===== config.mk =====
export PLATFORM = sky130hd
export DESIGN_NAME = coeff_bram_writer_flat
export DESIGN_NICKNAME = d
export VERILOG_FILES = /design/src/rtl/coeff_bram_writer_if.sv /design/src/rtl/coeff_bram_writer.sv /design/src/flat_wrapper.sv
export SDC_FILE = /design/constraint.sdc
export NUM_CORES = 1
export LEC_CHECK = 0
export CAP_MARGIN = 20
export CORE_ASPECT_RATIO = 1.75
export CORE_UTILIZATION = 38
export DETAILED_ROUTE_END_ITERATION = 10
export PLACE_DENSITY = 0.72
export SETUP_SLACK_MARGIN = 0.4
export SYNTH_ARGS = -nofsm -noshare
export SYNTH_HDL_FRONTEND = slang
export SYNTH_SLANG_ARGS = --single-unit

===== constraint.sdc =====
create_clock -name clk -period 6.4 [get_ports clk]
set_input_delay 0.96 -clock clk [delete_from_list [all_inputs] [get_ports clk]]
set_output_delay 0.96 -clock clk [all_outputs]
set_load 0.01 [all_outputs]

===== src/rtl/coeff_bram_writer_if.sv =====
// coeff_bram_writer_if: valid/ready tap stream from host to coefficient loader
interface coeff_bram_writer_if #(parameter int COEFF_W = 16);
  logic valid;
  logic ready;
  logic signed [COEFF_W-1:0] data;
  logic last;
  modport master (output valid, data, last, input ready);
  modport slave (input valid, data, last, output ready);
endinterface


===== src/rtl/coeff_bram_writer.sv =====
// coeff_bram_writer: writes a sign-extended tap stream into BRAM addresses 0..NUM_COEFF-1
// with length checking and vsync hold-off; define COEFF_SUM_EN for a running tap sum output.
module coeff_bram_writer #(
  parameter int NUM_COEFF = 25,
  parameter int COEFF_W = 16,
  parameter int DATA_W = 32,
  parameter int ADDR_W = 6,
  parameter int GUARD_CYCLES = NUM_COEFF + 2
) (
  input  logic clk,
  input  logic rst_n,
  coeff_bram_writer_if.slave s,
  input  logic vs_i,
  output logic [ADDR_W-1:0] bram_addr,
  output logic [DATA_W-1:0] bram_wdata,
  output logic bram_we,
  output logic load_done,
  output logic load_err,
  output logic busy
`ifdef COEFF_SUM_EN
  ,
  output logic signed [COEFF_W+4:0] coeff_sum
`endif
);
  localparam int GW = $clog2(GUARD_CYCLES + 1);
  localparam logic [ADDR_W-1:0] LAST = ADDR_W'(NUM_COEFF - 1);
  typedef enum logic [1:0] {IDLE, LOAD, DRAIN, DONE} state_t;
  state_t state;
  logic vs_dly, vs_fall, acc, write, at_end;
  logic [ADDR_W-1:0] wr_cnt;
  logic [GW-1:0] guard;
  assign vs_fall = vs_dly & ~vs_i;
  assign s.ready = state != DONE && guard == '0 && !vs_fall;
  assign acc = s.valid & s.ready;
  assign at_end = wr_cnt == LAST;
  // a lone s_last tap in IDLE is a zero-length set and is not written
  assign write = acc && (state == LOAD || (state == IDLE && (!s.last || NUM_COEFF == 1)));
  assign busy = state == LOAD || state == DRAIN;
  always_ff @(posedge clk or negedge rst_n)
    if (!rst_n) begin
      state <= IDLE;
      vs_dly <= 1'b0;
      guard <= '0;
      wr_cnt <= '0;
      bram_addr <= '0;
      bram_wdata <= '0;
      bram_we <= 1'b0;
      load_done <= 1'b0;
      load_err <= 1'b0;
`ifdef COEFF_SUM_EN
      coeff_sum <= '0;
`endif
    end else begin
      vs_dly <= vs_i;
      guard <= vs_fall ? GW'(GUARD_CYCLES) : guard - GW'(guard != '0);
      bram_we <= write;
      load_done <= 1'b0;
      if (write) begin
        bram_addr <= wr_cnt;
        bram_wdata <= {{(DATA_W-COEFF_W){s.data[COEFF_W-1]}}, s.data};
`ifdef COEFF_SUM_EN
        coeff_sum <= (state == IDLE ? '0 : coeff_sum) + {{5{s.data[COEFF_W-1]}}, s.data};
`endif
        if (state == IDLE) load_err <= 1'b0;
        wr_cnt <= wr_cnt + 1'b1;
        state <= LOAD;
        if (s.last || at_end) begin
          wr_cnt <= '0;
          state <= s.last ? (at_end ? DONE : IDLE) : DRAIN;
          load_done <= s.last && at_end;
          if (!(s.last && at_end)) load_err <= 1'b1;
        end
      end else if (acc && state == IDLE) begin
        load_err <= 1'b1;
      end else if (acc && state == DRAIN && s.last) begin
        state <= IDLE;
      end else if (state == DONE) begin
        state <= IDLE;
      end
    end
endmodule


===== src/flat_wrapper.sv =====
// flat-port wrapper written by rule: the top's interface ports become plain ports
module coeff_bram_writer_flat 
#(
  parameter int NUM_COEFF = 25,
  parameter int COEFF_W = 16,
  parameter int DATA_W = 32,
  parameter int ADDR_W = 6,
  parameter int GUARD_CYCLES = NUM_COEFF + 2
)
  (clk, rst_n, vs_i, bram_addr, bram_wdata, bram_we, load_done, load_err, busy, s_valid, s_data, s_last, s_ready);
  coeff_bram_writer_if #(.COEFF_W(COEFF_W)) s_i ();
  input  logic clk;
  input  logic rst_n;
  input  logic vs_i;
  output logic [ADDR_W-1:0] bram_addr;
  output logic [DATA_W-1:0] bram_wdata;
  output logic bram_we;
  output logic load_done;
  output logic load_err;
  output logic busy;
  input wire logic [$bits(s_i.valid)-1:0] s_valid;
  input wire logic [$bits(s_i.data)-1:0] s_data;
  input wire logic [$bits(s_i.last)-1:0] s_last;
  output wire logic [$bits(s_i.ready)-1:0] s_ready;
  assign s_i.valid = s_valid;
  assign s_i.data = s_data;
  assign s_i.last = s_last;
  assign s_ready = s_i.ready;
  coeff_bram_writer #(.NUM_COEFF(NUM_COEFF), .COEFF_W(COEFF_W), .DATA_W(DATA_W), .ADDR_W(ADDR_W), .GUARD_CYCLES(GUARD_CYCLES)) u_core (.clk(clk), .rst_n(rst_n), .s(s_i), .vs_i(vs_i), .bram_addr(bram_addr), .bram_wdata(bram_wdata), .bram_we(bram_we), .load_done(load_done), .load_err(load_err), .busy(busy));
endmodule

==> metrics <==
status completed; Die ar. 5465 sq um; row cnt 34; Area Overhead vs Synth 33.16%; Iter 0 DRT Violations 32; first drt pass iteration count 4; syn avg cell area 11.82 sq um; drt drc 0; ratio of cells with drive above 1 in the final layout 12.04%; Lkg Pwr 0.001201 uW; gpl congestion 0.7668; synthesized area 1962 sq um; DR vias/cell 5.137; DR vias 1387; initial antenna violation count 0; Port Buffer Count 63; Post-CTS Hold Fix Bufs 0; post-synth net total 198; crit path kind in -> out; Critical Path End Type output port; Least-Margin Pin Slew 0.8626 ns; FILL cells 459; CP startpoint kind primary input; setup TNS 0 ns; RSZ-0062 raised after global routing no; Die Span Y 97.05 um; # diodes 0; WL final 3678 um; H-tree depth 2; Final Cycle Share 50.61%; Slew Limit Fails 0; gr ovfl total 0; fmax 308.7 MHz; VDD IR max 0.0001715 V; hold_sp u_core.bram_wdata[13]; final setup violation count 0; CTS tree built; placed insts 262; CP Launch Point vs_i; Starting Density 39.42%; Setup Buffers After CTS 0; Critical Path RT 5.44 ns; register area share after synthesis 49.74%; final hold vios 0; area of the multi-input gates 789.5 sq um; WP data arrival 2.28 ns; Sequential Area 975.9 sq um; Routed Antenna Nets 0; number of global-route vias before repair 1408; synth top area cells dfrtp_1 (50%), ha_1 (7.0%), buf_4 (6.1%), mux2_2 (5.2%), mux2_1 (4.0%); largest net degree at the start of global routing 40; Yosys warnings 0; FF+latch count, synth 39; IO Count 64; Worst Hold Class reg -> reg; post-synth cell types 39; Root Buffer clkbuf_8; crit path max fanout 3; Clk pin slew, worst setup/hold paths 0.08 ns; clock buffer depth 2; Synth top area share 49.74%; pwr/cell area 223.4 nW/um^2; DIE WIDTH 56.32 um; skew final 0.01181 ns; Mapped Cells 166; sinks on the clock net 39; max_cap viols 0; WL/cell 13.62 um; minimum clock period 3.239 ns; clk_lat worst skew 0.29 ns; Inserted Clock Buffers 5; GR Util All Layers 14.51%; core area 4977 sq um; Finished Layout Cells 270; worst r2r src u_core.wr_cnt[0]; Rel. slew slack 42.49%; hpwl dp 2669 um; first-pass GRT wire length 6348 um; Synth area leader dfrtp_1; post_cts resized 0; # nets final 247
power breakdown:
group          total (uW)  switching, uW  internal, uW  leakage (uW)
logic                95.6           41.9          53.7      0.000622
registers             285           19.9           265      0.000522
clock network         203           87.0           116     0.0000581
critical path, cell delays in order:
cell and delay, ns:
clkdlybuf4s50_1 0.50, nor2b_1 0.08, nor3_1 0.17, clkdlybuf4s50_1 0.57
registers in the layout, indices dropped and copies added, names as in the netlist:
signal and count:
u_core.bram_addr 6, u_core.bram_wdata 16, u_core.bram_we 1, u_core.guard 5
u_core.load_done 1, u_core.load_err 1, u_core.state 2, u_core.vs_dly 1
u_core.wr_cnt 6
worst paths after layout:
path / slack, ns / cells after the start / to
worst min-delay path: 0.49 / 1 / u_core.bram_wdata[13]
min in group asynchronous: 0.77 / 1 / u_core.load_err
worst max register to register: 3.96 / 6 / u_core.state[1]
worst max-delay path: 3.16 / 4 / s_ready
max in group asynchronous: 5.08 / 1 / u_core.bram_wdata[9]
worst min register to register: 0.49 / 1 / u_core.bram_wdata[13]
metal layers:
layer	vias to the layer above	global-route usage (%)	wire (um)
li1	655	-	-
met5	-	0	0
met2	40	26.01	2020
met1	687	16.77	1472
met4	0	4.503	52
met3	5	3.329	133
synth_stat cells, drive strengths merged:
cell,instances
ha,11
xor2,1
o21a,1
a2111oi,1
o31a,3
and2,2
nor2b,3
nand2,7
mux2,19
or4b,3
o31ai,1
nand4b,1
o32ai,1
inv,11
and3,1
a21oi,2
or2,1
a31o,2
a41o,1
o21ai,13
buf,19
mux2i,1
xnor2,1
nand3,5
dfrtp,39
nor3b,1
nor2,6
or4,1
nor4,1
clkbuf,2
nand2b,2
nor3,3
logic make-up (layout without fill, tap and decap cells):
kind of cell	after synthesis	after routing	synth area share [%]
buf+inv	32	82	10.01
simple gates	37	37	11.93
fa+ha+maj	11	11	7.015
compound gates	25	25	8.419
xor+xnor	2	2	0.8930
mux	20	20	11.99
flops	39	39	49.75
placed cells by master, fill, tap and decap left out, types with 2 or more instances in the layout:
cell | netlist | final
nor2_1 | 5 | 5
dfrtp_1 | 39 | 39
nand2_1 | 7 | 7
clkdlybuf4s50_1 | 0 | 62
nor2b_1 | 3 | 3
o31a_1 | 3 | 3
nand3_1 | 5 | 5
inv_1 | 11 | 11
clkbuf_8 | 0 | 5
a31o_1 | 2 | 2
nand2b_1 | 2 | 2
mux2_2 | 9 | 9
mux2_4 | 3 | 3
and2_1 | 2 | 2
or4b_1 | 2 | 2
ha_1 | 11 | 11
o21ai_0 | 13 | 13
mux2_1 | 7 | 7
nor3_1 | 3 | 3
area by class of cell:
type | count | area share [%]
Clock buffer | 5 | 2.634
Clock inverter | 3 | 1.676
Inverter | 11 | 1.580
Multi-Input combinational cell | 95 | 30.22
Sequential cell | 39 | 37.36
Tap cell | 54 | 2.586
Timing Repair Buffer | 63 | 23.95
per-stage QoR:
stage	setup WS, ns	cell area (sq um)	total power [uW]	utilization, %	hold slack, ns
finish	3.161	2613	583.6	52.49	0.4914
global route	3.139	2613	615.1	52.49	0.5189
CTS	3.150	2613	592.5	52.49	0.4959
detailed placement	3.140	2500	386.5	50.23	0.4783
global placement	3.238	2500	384.5	50.23	0.4697
floorplan	4.131	1962	341.4	-	0.5206
Note: power is estimated with default switching activity, not from simulation.
==> variant 1: new RTL, same flow settings <==
Compare `wr_cnt` against `LAST` with >= in place of ==.
--- a/src/rtl/coeff_bram_writer.sv
+++ b/src/rtl/coeff_bram_writer.sv
@@ -34,3 +34,3 @@
   assign acc = s.valid & s.ready;
-  assign at_end = wr_cnt == LAST;
+  assign at_end = wr_cnt >= LAST;
   // a lone s_last tap in IDLE is a zero-length set and is not written
Function: no difference found for any inputs over 10 cycles, from zero or initial values and one cycle with rst_n low; that may be too few to reach the edited logic, so the function may still have changed.
==> variant 1 against the unedited design <==
- core utilization rose by 0.50 points
- die area grew 3.8%
- via count down 1.2%
- register-to-register slack gained 0.16 ns
- the run now ends with design-rule violations left
- wire length about the same
- cell area increased by 2.7%
- power is 4.1% higher
- synthesized area rose by 4.0%
- setup slack got worse by 0.24 ns
- sequential cell count is the same
==> variant 1: results (changes against the unedited design) <==
metric	value	unit	change
outcome	complete, but fails checks		
failing checks	design-rule violations		
Detailed Routing Iterations Pass 1	8		+4
CTS Buf Count	5		unchanged
Unique masters post-synth	37		-5.1%
vias in the first global route	1348		-4.3%
Synth Instances	167		+0.60%
Worst-Skew Late Latency	0.29	ns	about the same
number of DRC violations after detailed-routing iteration 0	41		+28%
global-route wire length before repair	6189	um	-2.5%
Peak VDD IR	0.1302	mV	-24%
Hold Path Origin	u_core.bram_wdata[2]$_DFFE_PN0P_		
DRC Markers	10		+10
Antenna Cells	0		unchanged
Area after DPL	2565	um2	+2.6%
worst-case hold path end point	u_core.bram_wdata[2]$_DFFE_PN0P_		
Overall Global Routing Usage	14.24	%	-0.26 points
Buffers on Ports	63		unchanged
Worst Hold Class	flip-flop to flip-flop		
antenna violations before repair	0		unchanged
reg-to-reg critical path endpoint	u_core.bram_addr[5]$_DFFE_PN0P_		
Synth area leaders	dfrtp_1 48%, mux2_4 9.6%, ha_1 6.7%		
Post-CTS Resized	0		unchanged
Root Driver	clkbuf_8		
share of cells above drive strength 1	18.81	%	+6.8 points
H-Tree Depth	2		unchanged
detailed-route via count	1371		-1.2%
crit path max fanout	8		+5
post-synthesis sequential area ratio	47.85	%	-1.9 points
top cells by count, synth	39 x dfrtp_1, 16 x buf_4, 13 x mux2_4, 12 x inv_1, 11 x ha_1		
Pleak	1.257	nW	+4.7%
Final nets	249		+0.81%
switch share	25.44	%	-0.056 points
Synth Flop Type	dfrtp_1		
worst reg2reg setup slack	4.12	ns	+0.16 ns
Post-DP HPWL	2771	um	+3.8%
WHS Path Cells	1		unchanged
setup bufs post-CTS	0		unchanged
routability cong.	0.7814		+1.9%
Worst Max-Slew Pin Slew	0.8591	ns	-0.003478 ns
Post-Place Cells	264		+0.76%
Post-Route WL	3681	um	about the same
syn nets	199		+0.51%
reg2reg path depth	6		unchanged
largest net degree at the start of global routing	40		unchanged
Worst Path Arrival	2.51	ns	+0.23 ns
worst hold slack	0.5064	ns	+0.01505 ns
Ys Warns	0		unchanged
ys async rst share	100.0	%	unchanged
Setup Skew	0.005064	ns	-0.006748 ns
Reg clk slew, reported paths	0.07	ns	
RR Startpoint	u_core.state[0]$_DFFE_PN0P_		
Vias/cell	5.040		-1.9%
## variant 1: power by group through the flow
stage          Combinational, mW  Sequential (mW)  Clock [mW]
4_1_cts                    0.111            0.288       0.220
3_3_place_gp               0.109            0.293           0
3_5_place_dp               0.110            0.293           0
5_1_grt                    0.121            0.292       0.229
6_report                   0.109            0.288       0.211
2_1_floorplan             0.0611            0.294           0
## variant 1: worst max-delay path: stages
cell and delay, ns:
clkdlybuf4s50_1 0.47, nand2b_1 0.26, and4_2 0.29, clkdlybuf4s50_1 0.54
## variant 1: final cells by class
class | instances | area (um2)
clock buffers | 6 | 82.58
clock inverters | 2 | 35.03
fillers | 442 | 2380
inverters | 12 | 45.04
multi-input cells | 96 | 850.8
flip-flops and latches | 39 | 975.9
well taps | 54 | 67.56
repair buffers | 63 | 625.6
## variant 1: cells by family (layout without fill, tap and decap cells)
kind of cell             Yosys count  in the layout  share of synthesized area (%)
flip-flops                        39             39                          47.85
buffers and inverters             32             83                          10.43
AND/OR/NAND/NOR                   37             37                          12.03
AO/OA/AOI/OAI                     25             25                          8.098
multiplexers                      21             21                          13.99
adder cells (fa/ha/maj)           11             11                          6.748
XOR/XNOR                           2              2                         0.8591
## variant 1: stage by stage
stage                     setup WS [ns]  util [%]  power [mW]
after floorplan                   3.970         -      0.3551
after global placement            2.949     50.67      0.4017
after detailed placement          2.929     50.67      0.4030
after CTS                         2.928     52.99      0.6192
after global routing              2.875     52.99      0.6415
final                             2.925     52.99      0.6076
## variant 1: worst max path at each step
| stage | start | endpoint | slack (ns) |
|---|---|---|---|
| 2_1_floorplan | vs_i | s_ready | 3.97 |
| 3_3_place_gp | vs_i | s_ready | 2.95 |
| 3_5_place_dp | vs_i | s_ready | 2.93 |
| 4_1_cts | vs_i | s_ready | 2.93 |
| 5_1_grt | vs_i | s_ready | 2.87 |
| 6_report | vs_i | s_ready | 2.93 |
## variant 1: layer usage
metal	part of all wire (%)	routed length [um]	track usage, %
met3	5.4	200	2.887
met4	2.4	90	7.880
met5	0	0	0
met2	55	2020	26.30
met1	37	1369	14.30
==> variant 2: new RTL, same settings <==
Made on the original files. `COEFF_W` is set to 16 in 3 places; all go to 32.
--- a/src/rtl/coeff_bram_writer_if.sv
+++ b/src/rtl/coeff_bram_writer_if.sv
@@ -1,3 +1,3 @@
 // coeff_bram_writer_if: valid/ready tap stream from host to coefficient loader
-interface coeff_bram_writer_if #(parameter int COEFF_W = 16);
+interface coeff_bram_writer_if #(parameter int COEFF_W = 32);
   logic valid;
--- a/src/rtl/coeff_bram_writer.sv
+++ b/src/rtl/coeff_bram_writer.sv
@@ -4,3 +4,3 @@
   parameter int NUM_COEFF = 25,
-  parameter int COEFF_W = 16,
+  parameter int COEFF_W = 32,
   parameter int DATA_W = 32,
--- a/src/flat_wrapper.sv
+++ b/src/flat_wrapper.sv
@@ -4,3 +4,3 @@
   parameter int NUM_COEFF = 25,
-  parameter int COEFF_W = 16,
+  parameter int COEFF_W = 32,
   parameter int DATA_W = 32,
Interface: changed (resized s_data); port bits go from 64 to 80. The function was not compared with the original's and may differ.
==> variant 2 against the unedited design <==
- power grew 28%
- wire length grew 30%
- synthesized area grew 26%
- fmax grew 0.37%
- sequential cell count grew 16
- cell area grew 31%
- critical endpoint unchanged
- sequential share of layout area grew 3.0 points
- setup slack gained 0.012 ns
- first-iteration DRC count grew 59%
==> variant 2: results (changes against the unedited design) <==
metric	value	unit	change
outcome	completed		
WHS Path Cells	1		unchanged
multiplexer share of the synthesized area	16.85	%	+4.9 points
global-route wire length before repair	8045	um	+27%
Pleak	1.592	nW	+33%
worst reg2reg setup slack	3.89	ns	-0.07 ns
crit path max fanout	3		unchanged
setup bufs post-CTS	0		unchanged
Worst Max-Slew Pin Slew	0.9513	ns	+0.08866 ns
fill count	532		+16%
reg2reg path depth	6		unchanged
top cells by count, synth	55 x dfrtp_1, 31 x mux2_2, 13 x o21ai_0, 11 x ha_1, 11 x inv_1		
P_int	565.0	uW	+30%
post-synthesis sequential area ratio	55.84	%	+6.1 points
Detailed Routing Iterations Pass 1	4		unchanged
Post-Synth Adder-Cell Area	5.584	%	-1.4 points
Overall Global Routing Usage	15.57	%	+1.1 points
post-synthesis xor/xnor area fraction	0.7107	%	-0.18 points
delay of the slowest critical-path stage	0.57	ns	about the same
share of cells above drive strength 1	18.49	%	+6.5 points
Post-Route WL	4773	um	+30%
Worst Hold Class	flip-flop to flip-flop		
worst setup margin	3.173	ns	+0.01191 ns
largest net degree at the start of global routing	56		+40%
Ys Warns	0		unchanged
CTS Buf Count	5		unchanged
vias in the first global route	1678		+19%
Worst Path Arrival	2.27	ns	
number of DRC violations after detailed-routing iteration 0	51		+59%
Peak VDD IR	0.1364	mV	-20%
Reg clk slew, reported paths	0.09	ns	
Final nets	312		+26%
Setup Skew	0.007767	ns	-0.004045 ns
DP Worst Slack	3.034	ns	-0.1055 ns
Unique masters post-synth	38		-2.6%
Buffers on Ports	79		+25%
syn nets	232		+17%
Synth area leaders	dfrtp_1 56%, mux2_2 14%, ha_1 5.6%		
Post-DP HPWL	3494	um	+31%
antenna violations before repair	0		unchanged
Vias/cell	4.870		-5.2%
worst hold slack	0.5019	ns	+0.01051 ns
Worst-Skew Late Latency	0.32	ns	+0.03 ns
compound-cell area share of the yosys netlist	6.548	%	-1.9 points
largest registers	u_core.bram_wdata: 32 flops, u_core.bram_addr: 6 flops, u_core.wr_cnt: 6 flops		
routability cong.	0.7511		-2.0%
-- variant 2: changes by cell type in the layout (fill, tap and decap cells not counted), sizes merged, moves of 2 or more --
cell | unedited run | this run
mux2 | 19 | 35
dfrtp | 39 | 55
clkdlybuf4s50 | 62 | 78
clkinv | 2 | 0
-- variant 2: layout make-up --
class                           count  area share, %
Clock inverter                      2          1.136
Inverter                           11          1.209
Tap cell                           80          2.931
Timing Repair Buffer               80          23.23
Clock buffer                        6          2.418
Multi-Input combinational cell    111          28.77
Sequential cell                    55          40.31
-- variant 2: power groups by stage --
stage / clock (mW) / sequential [mW] / combinational (mW)
after global routing: 0.270 / 0.397 / 0.122
after floorplan: 0 / 0.402 / 0.0464
after global placement: 0 / 0.399 / 0.109
after CTS: 0.255 / 0.393 / 0.113
after detailed placement: 0 / 0.400 / 0.112
final: 0.245 / 0.393 / 0.110
-- variant 2: logic make-up (layout without fill, tap and decap cells) --
kind of cell               count (synthesis)  count (layout)
muxes                                     36              36
buffers and inverters                     18              99
AOI/OAI and AO/OA                         25              25
DFF                                       55              55
adders and majority gates                 11              11
xor gates and xnor gates                   2               2
and+or+nand+nor                           37              37
-- variant 2: final timing paths --
kind | start | to
setup / recovery | vs_i | s_ready
hold / removal | u_core.bram_wdata[29]$_DFFE_PN0P_ | u_core.bram_wdata[29]$_DFFE_PN0P_
setup reg to reg | u_core.state[0]$_DFFE_PN0P_ | u_core.bram_wdata[1]$_DFFE_PN0P_
hold reg to reg | u_core.bram_wdata[29]$_DFFE_PN0P_ | u_core.bram_wdata[29]$_DFFE_PN0P_
max in group asynchronous | rst_n | u_core.bram_we$_DFF_PN0_
min in group asynchronous | rst_n | u_core.bram_wdata[21]$_DFFE_PN0P_
-- variant 2: stage by stage --
step                instances  total power, mW  instance area, um2
floorplan                 184           0.4480                2465
global placement          337           0.5078                3293
detailed placement        337           0.5123                3293
CTS                       345           0.7610                3415
global route              345           0.7896                3415
finish                    345           0.7484                3415
-- variant 2: per-layer routing --
layer  wire length [um]  up-vias  global-route usage (%)
met5                  0        -                       0
met4                114        0                   8.140
met3                223        7                   4.641
met2               2667       46                   27.19
met1               1768      826                   16.71
li1                   -      801                       -
-- variant 2: worst register-to-register path: cells and delay by family (launching register included) --
kind | cells | cell delay [ns]
multiplexers | 1 | 0.46
adder cells (fa/ha/maj) | 1 | 0.21
AND/OR/NAND/NOR | 3 | 1.22
flip-flops | 1 | 0.41
buffers and inverters | 1 | 0.11
